[src/rtl/matmul_ctrl_pkg.sv]
// Shared types for the matrix-multiply controller: FSM state encoding and the
// per-issue tag record carried alongside the datapath.
package matmul_ctrl_pkg;

  typedef enum logic [2:0] {
    ST_IDLE  = 3'd0,
    ST_LOAD  = 3'd1,
    ST_RUN   = 3'd2,
    ST_DRAIN = 3'd3,
    ST_DONE  = 3'd4
  } state_t;

  // Tag index is fixed-width so the record layout is project-wide; AW must not exceed it.
  localparam int unsigned TAG_IDX_W = 16;

  typedef struct packed {
    logic                 valid;
    logic                 first;
    logic                 last;
    logic [TAG_IDX_W-1:0] idx;
  } tag_t;

  localparam int unsigned TAG_W = $bits(tag_t);

endpackage

[src/rtl/matmul_ctrl_if.sv]
// Control bus between the matmul controller and its host / RAM / accumulator datapath.
interface matmul_ctrl_if #(
  parameter int unsigned AW = 4
);

  logic          start;
  logic          ld_valid;
  logic          ld_ready;
  logic          we_m1;
  logic          we_m2;
  logic [AW-1:0] wr_addr;
  logic [AW-1:0] rd_addr_m1;
  logic [AW-1:0] rd_addr_m2;
  logic          acc_ena;
  logic          acc_clr;
  logic          res_valid;
  logic [AW-1:0] res_idx;
  logic          busy;
  logic          done;

  // master: the controller; slave: host, RAMs and accumulators it sequences
  modport master (
    input  start, ld_valid,
    output ld_ready, we_m1, we_m2, wr_addr, rd_addr_m1, rd_addr_m2,
           acc_ena, acc_clr, res_valid, res_idx, busy, done
  );

  modport slave (
    output start, ld_valid,
    input  ld_ready, we_m1, we_m2, wr_addr, rd_addr_m1, rd_addr_m2,
           acc_ena, acc_clr, res_valid, res_idx, busy, done
  );

endinterface

[src/rtl/matmul_ctrl_tag_delay.sv]
// Fixed-depth shift register that delays issue tags to line up with the
// product-sum arriving at the accumulators.
module tag_delay #(
  parameter int unsigned DEPTH = 3,
  parameter int unsigned W     = 8
) (
  input  logic         clk,
  input  logic         rst,
  input  logic [W-1:0] din,
  output logic [W-1:0] dout
);

  generate
    if (DEPTH == 0) begin : g_pass
      assign dout = din;
    end else begin : g_sr
      logic [W-1:0] sr [DEPTH];

      always_ff @(posedge clk or negedge rst) begin
        if (!rst) begin
          for (int s = 0; s < int'(DEPTH); s++) sr[s] <= '0;
        end else begin
          sr[0] <= din;
          for (int s = 1; s < int'(DEPTH); s++) sr[s] <= sr[s-1];
        end
      end

      assign dout = sr[DEPTH-1];
    end
  endgenerate

endmodule

[src/rtl/matmul_ctrl.sv]
// Sequencer for a DIM x DIM complex matrix multiply: loads both operand RAMs,
// issues i/j/k reads, and steers the accumulators via a delayed tag stream.
module matmul_ctrl
  import matmul_ctrl_pkg::*;
#(
  parameter int unsigned DIM      = 3,
  parameter int unsigned PIPE_LAT = 3,
  parameter int unsigned AW       = $clog2(DIM*DIM-1)+1
) (
  input  logic          clk,
  input  logic          rst,
  matmul_ctrl_if.master bus
);

  localparam int unsigned CW  = (DIM > 1) ? $clog2(DIM) : 1;
  localparam int unsigned NEL = DIM * DIM;

  state_t                 state, state_n;
  logic [AW-1:0]          waddr;
  logic                   msel;
  logic [CW-1:0]          ci, cj, ck;
  logic [CW-1:0]          ci_n, cj_n, ck_n;
  logic [AW-1:0]          rd_m1, rd_m2;
  logic                   fire_c, last_beat_c, last_issue_c;
  tag_t                   tag_in, tag_out;
  logic                   res_v;
  logic [TAG_IDX_W-1:0]   res_i;

  // State register
  always_ff @(posedge clk or negedge rst) begin
    if (!rst) state <= ST_IDLE;
    else      state <= state_n;
  end

  // Next-state and handshake decode
  always_comb begin
    state_n      = state;
    fire_c       = 1'b0;
    last_beat_c  = 1'b0;
    last_issue_c = 1'b0;
    case (state)
      ST_IDLE: begin
        if (bus.start) state_n = ST_LOAD;
      end
      ST_LOAD: begin
        fire_c      = bus.ld_valid;
        last_beat_c = fire_c & msel & (waddr == AW'(NEL-1));
        if (last_beat_c) state_n = ST_RUN;
      end
      ST_RUN: begin
        last_issue_c = (ci == CW'(DIM-1)) && (cj == CW'(DIM-1)) && (ck == CW'(DIM-1));
        if (last_issue_c) state_n = ST_DRAIN;
      end
      ST_DRAIN: begin
        // The final element's result is the last event out of the tag pipe.
        if (res_v && (res_i == TAG_IDX_W'(NEL-1))) state_n = ST_DONE;
      end
      ST_DONE: begin
        state_n = ST_IDLE;
      end
      default: begin
        state_n = ST_IDLE;
      end
    endcase
  end

  // k innermost, then j, then i
  always_comb begin
    ck_n = ck + CW'(1);
    cj_n = cj;
    ci_n = ci;
    if (ck == CW'(DIM-1)) begin
      ck_n = '0;
      cj_n = cj + CW'(1);
      if (cj == CW'(DIM-1)) begin
        cj_n = '0;
        ci_n = ci + CW'(1);
      end
    end
  end

  // Load beat counter: waddr walks each matrix, msel picks matrix 2
  always_ff @(posedge clk or negedge rst) begin
    if (!rst) begin
      waddr <= '0;
      msel  <= 1'b0;
    end else if (fire_c) begin
      if (waddr == AW'(NEL-1)) begin
        waddr <= '0;
        msel  <= ~msel;
      end else begin
        waddr <= waddr + AW'(1);
      end
    end
  end

  // Issue counters and registered read addresses; addresses hold outside RUN
  always_ff @(posedge clk or negedge rst) begin
    if (!rst) begin
      ci    <= '0;
      cj    <= '0;
      ck    <= '0;
      rd_m1 <= '0;
      rd_m2 <= '0;
    end else if (last_beat_c) begin
      ci    <= '0;
      cj    <= '0;
      ck    <= '0;
      rd_m1 <= '0;
      rd_m2 <= '0;
    end else if ((state == ST_RUN) && !last_issue_c) begin
      ci    <= ci_n;
      cj    <= cj_n;
      ck    <= ck_n;
      rd_m1 <= AW'(32'(ci_n) * DIM + 32'(ck_n));
      rd_m2 <= AW'(32'(ck_n) * DIM + 32'(cj_n));
    end
  end

  // Tag for the read issued this cycle
  always_comb begin
    tag_in = '0;
    if (state == ST_RUN) begin
      tag_in.valid = 1'b1;
      tag_in.first = (ck == '0);
      tag_in.last  = (ck == CW'(DIM-1));
      tag_in.idx   = TAG_IDX_W'(32'(ci) * DIM + 32'(cj));
    end
  end

  tag_delay #(
    .DEPTH (PIPE_LAT),
    .W     (TAG_W)
  ) u_tag_delay (
    .clk  (clk),
    .rst  (rst),
    .din  (tag_in),
    .dout (tag_out)
  );

  // Result strobe lands the cycle after the last accumulate of an element
  always_ff @(posedge clk or negedge rst) begin
    if (!rst) begin
      res_v <= 1'b0;
      res_i <= '0;
    end else begin
      res_v <= tag_out.valid & tag_out.last;
      if (tag_out.valid & tag_out.last) res_i <= tag_out.idx;
    end
  end

  assign bus.ld_ready   = (state == ST_LOAD);
  assign bus.we_m1      = fire_c & ~msel;
  assign bus.we_m2      = fire_c & msel;
  assign bus.wr_addr    = waddr;
  assign bus.rd_addr_m1 = rd_m1;
  assign bus.rd_addr_m2 = rd_m2;
  assign bus.acc_ena    = tag_out.valid;
  assign bus.acc_clr    = tag_out.valid & tag_out.first;
  assign bus.res_valid  = res_v;
  assign bus.res_idx    = AW'(res_i);
  assign bus.busy       = (state != ST_IDLE);
  assign bus.done       = (state == ST_DONE);

endmodule

[src/flat_wrapper.sv]
// flat-port wrapper written by rule: the top's interface ports become plain ports
module matmul_ctrl_flat import matmul_ctrl_pkg::*;
#(
  parameter int unsigned DIM      = 3,
  parameter int unsigned PIPE_LAT = 3,
  parameter int unsigned AW       = $clog2(DIM*DIM-1)+1
)
  (clk, rst, bus_start, bus_ld_valid, bus_ld_ready, bus_we_m1, bus_we_m2, bus_wr_addr, bus_rd_addr_m1, bus_rd_addr_m2, bus_acc_ena, bus_acc_clr, bus_res_valid, bus_res_idx, bus_busy, bus_done);
  matmul_ctrl_if #(.AW(AW)) bus_i ();
  input  logic clk;
  input  logic rst;
  input wire logic [$bits(bus_i.start)-1:0] bus_start;
  input wire logic [$bits(bus_i.ld_valid)-1:0] bus_ld_valid;
  output wire logic [$bits(bus_i.ld_ready)-1:0] bus_ld_ready;
  output wire logic [$bits(bus_i.we_m1)-1:0] bus_we_m1;
  output wire logic [$bits(bus_i.we_m2)-1:0] bus_we_m2;
  output wire logic [$bits(bus_i.wr_addr)-1:0] bus_wr_addr;
  output wire logic [$bits(bus_i.rd_addr_m1)-1:0] bus_rd_addr_m1;
  output wire logic [$bits(bus_i.rd_addr_m2)-1:0] bus_rd_addr_m2;
  output wire logic [$bits(bus_i.acc_ena)-1:0] bus_acc_ena;
  output wire logic [$bits(bus_i.acc_clr)-1:0] bus_acc_clr;
  output wire logic [$bits(bus_i.res_valid)-1:0] bus_res_valid;
  output wire logic [$bits(bus_i.res_idx)-1:0] bus_res_idx;
  output wire logic [$bits(bus_i.busy)-1:0] bus_busy;
  output wire logic [$bits(bus_i.done)-1:0] bus_done;
  assign bus_i.start = bus_start;
  assign bus_i.ld_valid = bus_ld_valid;
  assign bus_ld_ready = bus_i.ld_ready;
  assign bus_we_m1 = bus_i.we_m1;
  assign bus_we_m2 = bus_i.we_m2;
  assign bus_wr_addr = bus_i.wr_addr;
  assign bus_rd_addr_m1 = bus_i.rd_addr_m1;
  assign bus_rd_addr_m2 = bus_i.rd_addr_m2;
  assign bus_acc_ena = bus_i.acc_ena;
  assign bus_acc_clr = bus_i.acc_clr;
  assign bus_res_valid = bus_i.res_valid;
  assign bus_res_idx = bus_i.res_idx;
  assign bus_busy = bus_i.busy;
  assign bus_done = bus_i.done;
  matmul_ctrl #(.DIM(DIM), .PIPE_LAT(PIPE_LAT), .AW(AW)) u_core (.clk(clk), .rst(rst), .bus(bus_i));
endmodule
[config.mk]
export PLATFORM = sky130hd
export DESIGN_NAME = matmul_ctrl_flat
export DESIGN_NICKNAME = d
export VERILOG_FILES = /design/src/rtl/matmul_ctrl_pkg.sv /design/src/rtl/matmul_ctrl_if.sv /design/src/rtl/matmul_ctrl_tag_delay.sv /design/src/rtl/matmul_ctrl.sv /design/src/flat_wrapper.sv
export SDC_FILE = /design/constraint.sdc
export NUM_CORES = 1
export LEC_CHECK = 0
export CORE_MARGIN = 4
export CORE_UTILIZATION = 35
export DETAILED_ROUTE_END_ITERATION = 12
export PLACE_DENSITY = 0.48
export SKIP_CTS_REPAIR_TIMING = 1
export SLEW_MARGIN = 20
export SYNTH_ARGS = -nofsm -noshare
export SYNTH_HDL_FRONTEND = slang
export SYNTH_HIERARCHICAL = 1
export SYNTH_SLANG_ARGS = --single-unit
[constraint.sdc]
create_clock -name clk -period 3.5 [get_ports clk]
set_input_delay 0.35 -clock clk [delete_from_list [all_inputs] [get_ports clk]]
set_output_delay 0.35 -clock clk [all_outputs]
set_load 0.005 [all_outputs]
==> results_dict.tcl <==
set metrics [dict create \
    worstSkewPairLatency_ns 0.35 \
    worstPathBufferInverterCount 1 \
    root_buffer "clkbuf_8" \
    die_x_um 111 \
    grt_use_total 0.0985 \
    cp.arrival_ns 2.86 \
    max_stage_delay_ns 0.47 \
    area_delta_synth_final_pct 12.5 \
    netlist_top_cells_count "96 x dfrtp_1, 23 x buf_4, 17 x mux2_2, 12 x inv_1, 10 x nor2_1" \
    grt_pass1_wl_mm 9.56 \
    maxCapViolCount 0 \
    cts.sinks 96 \
    yosysTopAreaCell "dfrtp_1" \
    synth_area_sq_um 3680 \
    first_global_vias 1954 \
    start_kind "flop" \
    crit_fanout 8 \
    fin_setup_tns_ns 0 \
    yosysTopAreaCellShare 0.653 \
    cp_common_cell "ha_1" \
    status "complete, no violations" \
    yosys.cell_count.top_type "dfrtp_1" \
    cts_max_path_buffers 2 \
    wl_per_cell_um 12.8 \
    worst_pin_slew_ns 0.736 \
    gp_congestion 0.731 \
    relSlewSlack 0.508 \
    grt_overflow_total 0 \
    cts_buffers 9 \
    drt_iter0_drc 58 \
    postSynth.asyncResetShare 1.00 \
    die_h_um 111 \
    netlist-cell-type-count 46 \
    n_antenna_cell 0 \
    skew_ns 0.00674 \
    clkTransAtPathRegs_ns 0.08 \
    cp.required_ns 3.78 \
    yosysWarnings 6 \
    core_sq_um 10300 \
    rows 37 \
    dp.final_hpwl_mm 3.56 \
    die_area_sq_um 12200 \
    routed_wl_mm 5.35 \
    fin_hold_ws_ns 0.0431 \
    fin_crit_sh 0.738 \
    finalHoldViolCount 0 \
    path_delay_family "adder cells" \
    htreeDepth 3 \
    firstDrtPassIters 4 \
    final_nets 295 \
    synth.area.top_cells "dfrtp_1 65%, mux2_2 5.2%, buf_4 4.7%" \
    vias 1821 \
    slowest_stage "and4bb_2" \
    p_leak_nw 1.97 \
    start_util 0.358 \
    synth-edff-count 0 \
    pin_count 28 \
    ir_drop_v 0.000318 \
    hold_class "in2async" \
    multi_input_area_sq_um 1040 \
    rsz0062_at_grt "no" \
    regArea_sq_um 2400 \
    drcViolationCount 0 \
    drv_slew 0 \
    cts_tree "done" \
    finalCriticalPeriod_ns 2.58 \
    grt_max_degree 61 \
    antenna_left 0 \
    nFillCells 1006 \
    ys_seq_area_frac 0.653 \
    antenna_found_initial 0 \
    max_freq_ghz 0.387 \
    synth_cells 256 \
    p_per_area_nw_per_um2 723 \
    final_layout_size_suffix_gt1_frac 0.174 \
    syn_avg_cell_area_sq_um 14.4 \
    ys_ff_latch 96 \
    viasPerCell 4.37 \
    synth_ff_type "dfrtp_1" \
    worstPathCellList "and4bb_2 -> mux2i_1 -> xor2_1 -> ha_1 -> ha_1 -> inv_1 -> fa_1 -> o2bb2ai_1" \
    end_kind "flop" \
    io_buffers 27 \
    finalSetupViolCount 0 \
    path_class "reg2reg" \
]
## cell usage in the layout (no fill, tap or decap), types with 3 or more instances in the layout
cell type / instances
and2_1: 7
nor3b_1: 3
ha_1: 9
a21oi_1: 3
o21ai_0: 5
a22o_2: 7
dfrtp_1: 96
mux2_2: 17
nand2_1: 6
inv_1: 12
fa_1: 5
buf_4: 3
clkdlybuf4s50_1: 26
nor3_1: 4
conb_1: 12
xnor2_1: 3
nand3_1: 4
clkbuf_8: 11
nand2b_1: 3
o2bb2ai_1: 3
nor2_1: 10
## through the flow
step | util | area, sq um | setup WS (ns) | std cells | total power, mW
floorplan | - | 3720 | 1.11 | 267 | 2.00
global placement | 0.383 | 3940 | 0.997 | 402 | 2.31
detailed placement | 0.383 | 3940 | 0.928 | 402 | 2.31
CTS | 0.403 | 4140 | 0.913 | 417 | 3.05
global route | 0.403 | 4140 | 0.740 | 417 | 3.24
finish | 0.403 | 4140 | 0.918 | 417 | 2.99
## metal layers
| metal | GRT usage | share of wire | wire length, um | vias up |
|---|---|---|---|---|
| met3 | 0.0323 | 0.036 | 191 | 10 |
| met1 | 0.129 | 0.49 | 2620 | 919 |
| met5 | 0 | 0 | 0 | - |
| met4 | 0.0542 | 0.021 | 114 | 0 |
| li1 | - | - | - | 871 |
| met2 | 0.144 | 0.45 | 2430 | 21 |
## cell families (layout without fill, tap and decap cells)
| logic type | Yosys count | count (layout) | share of synthesized area |
|---|---|---|---|
| AND/OR/NAND/NOR | 51 | 51 | 0.0823 |
| XOR/XNOR | 4 | 4 | 0.00953 |
| multiplexers | 18 | 18 | 0.0548 |
| other | 1 | 12 | 0.00102 |
| AO/OA/AOI/OAI | 30 | 30 | 0.0660 |
| buffers and inverters | 42 | 56 | 0.0755 |
| flip-flops | 96 | 96 | 0.653 |
| adder cells (fa/ha/maj) | 14 | 14 | 0.0578 |
## report_power, final
part	total, mW	internal, mW	switching, mW
combinational	0.819	0.447	0.371
clock	0.719	0.368	0.351
sequential	1.45	1.29	0.160
total	2.99	2.11	0.883
## worst reg2reg max path: stages (launching register included)
cell,delay (ns)
dfrtp_1,0.44
and4bb_2,0.47
mux2i_1,0.38
xor2_1,0.19
ha_1,0.25
ha_1,0.19
inv_1,0.07
fa_1,0.41
o2bb2ai_1,0.13
## state kept, by name, indices dropped and copies added, names as in the netlist
name	count
u_core/bus.wr_addr	4
u_core/cj	2
u_core/bus.res_valid	1
u_core/state	3
u_core/res_i	16
u_core/u_tag_delay/g_sr.sr	38
u_core/ci	2
u_core/u_tag_delay/dout	19
u_core/bus.rd_addr_m2	4
u_core/ck	2
u_core/msel	1
u_core/bus.rd_addr_m1	4
## path summary, 6_finish.rpt
| kind | start | cells past startpoint | to | slack (ns) |
|---|---|---|---|---|
| worst max-delay path | u_core/cj[0]$_DFFE_PN0P_ | 8 | u_core/bus.rd_addr_m1[2]$_DFFE_PN0P_ | 0.92 |
| worst min register to register | u_core/u_tag_delay/g_sr.sr[49]$_DFF_PN0_ | 0 | u_core/u_tag_delay/g_sr.sr[30]$_DFF_PN0_ | 0.35 |
| worst max register to register | u_core/cj[0]$_DFFE_PN0P_ | 8 | u_core/bus.rd_addr_m1[2]$_DFFE_PN0P_ | 0.92 |
| max in group asynchronous | rst | 2 | u_core/res_i[1]$_DFFE_PN0P_ | 2.69 |
| worst min-delay path | rst | 1 | u_core/u_tag_delay/g_sr.sr[27]$_DFF_PN0_ | 0.04 |
| min in group clk | u_core/u_tag_delay/g_sr.sr[49]$_DFF_PN0_ | 0 | u_core/u_tag_delay/g_sr.sr[30]$_DFF_PN0_ | 0.35 |
## area by class of cell
type / instances / share of cell area
clock buffers: 13 / 0.0384
clock inverters: 2 / 0.00937
inverters: 12 / 0.0109
multi-input cells: 129 / 0.251
flip-flops and latches: 96 / 0.581
well taps: 136 / 0.0411
repair buffers: 29 / 0.0683
Power figures use the tool's default switching activity.
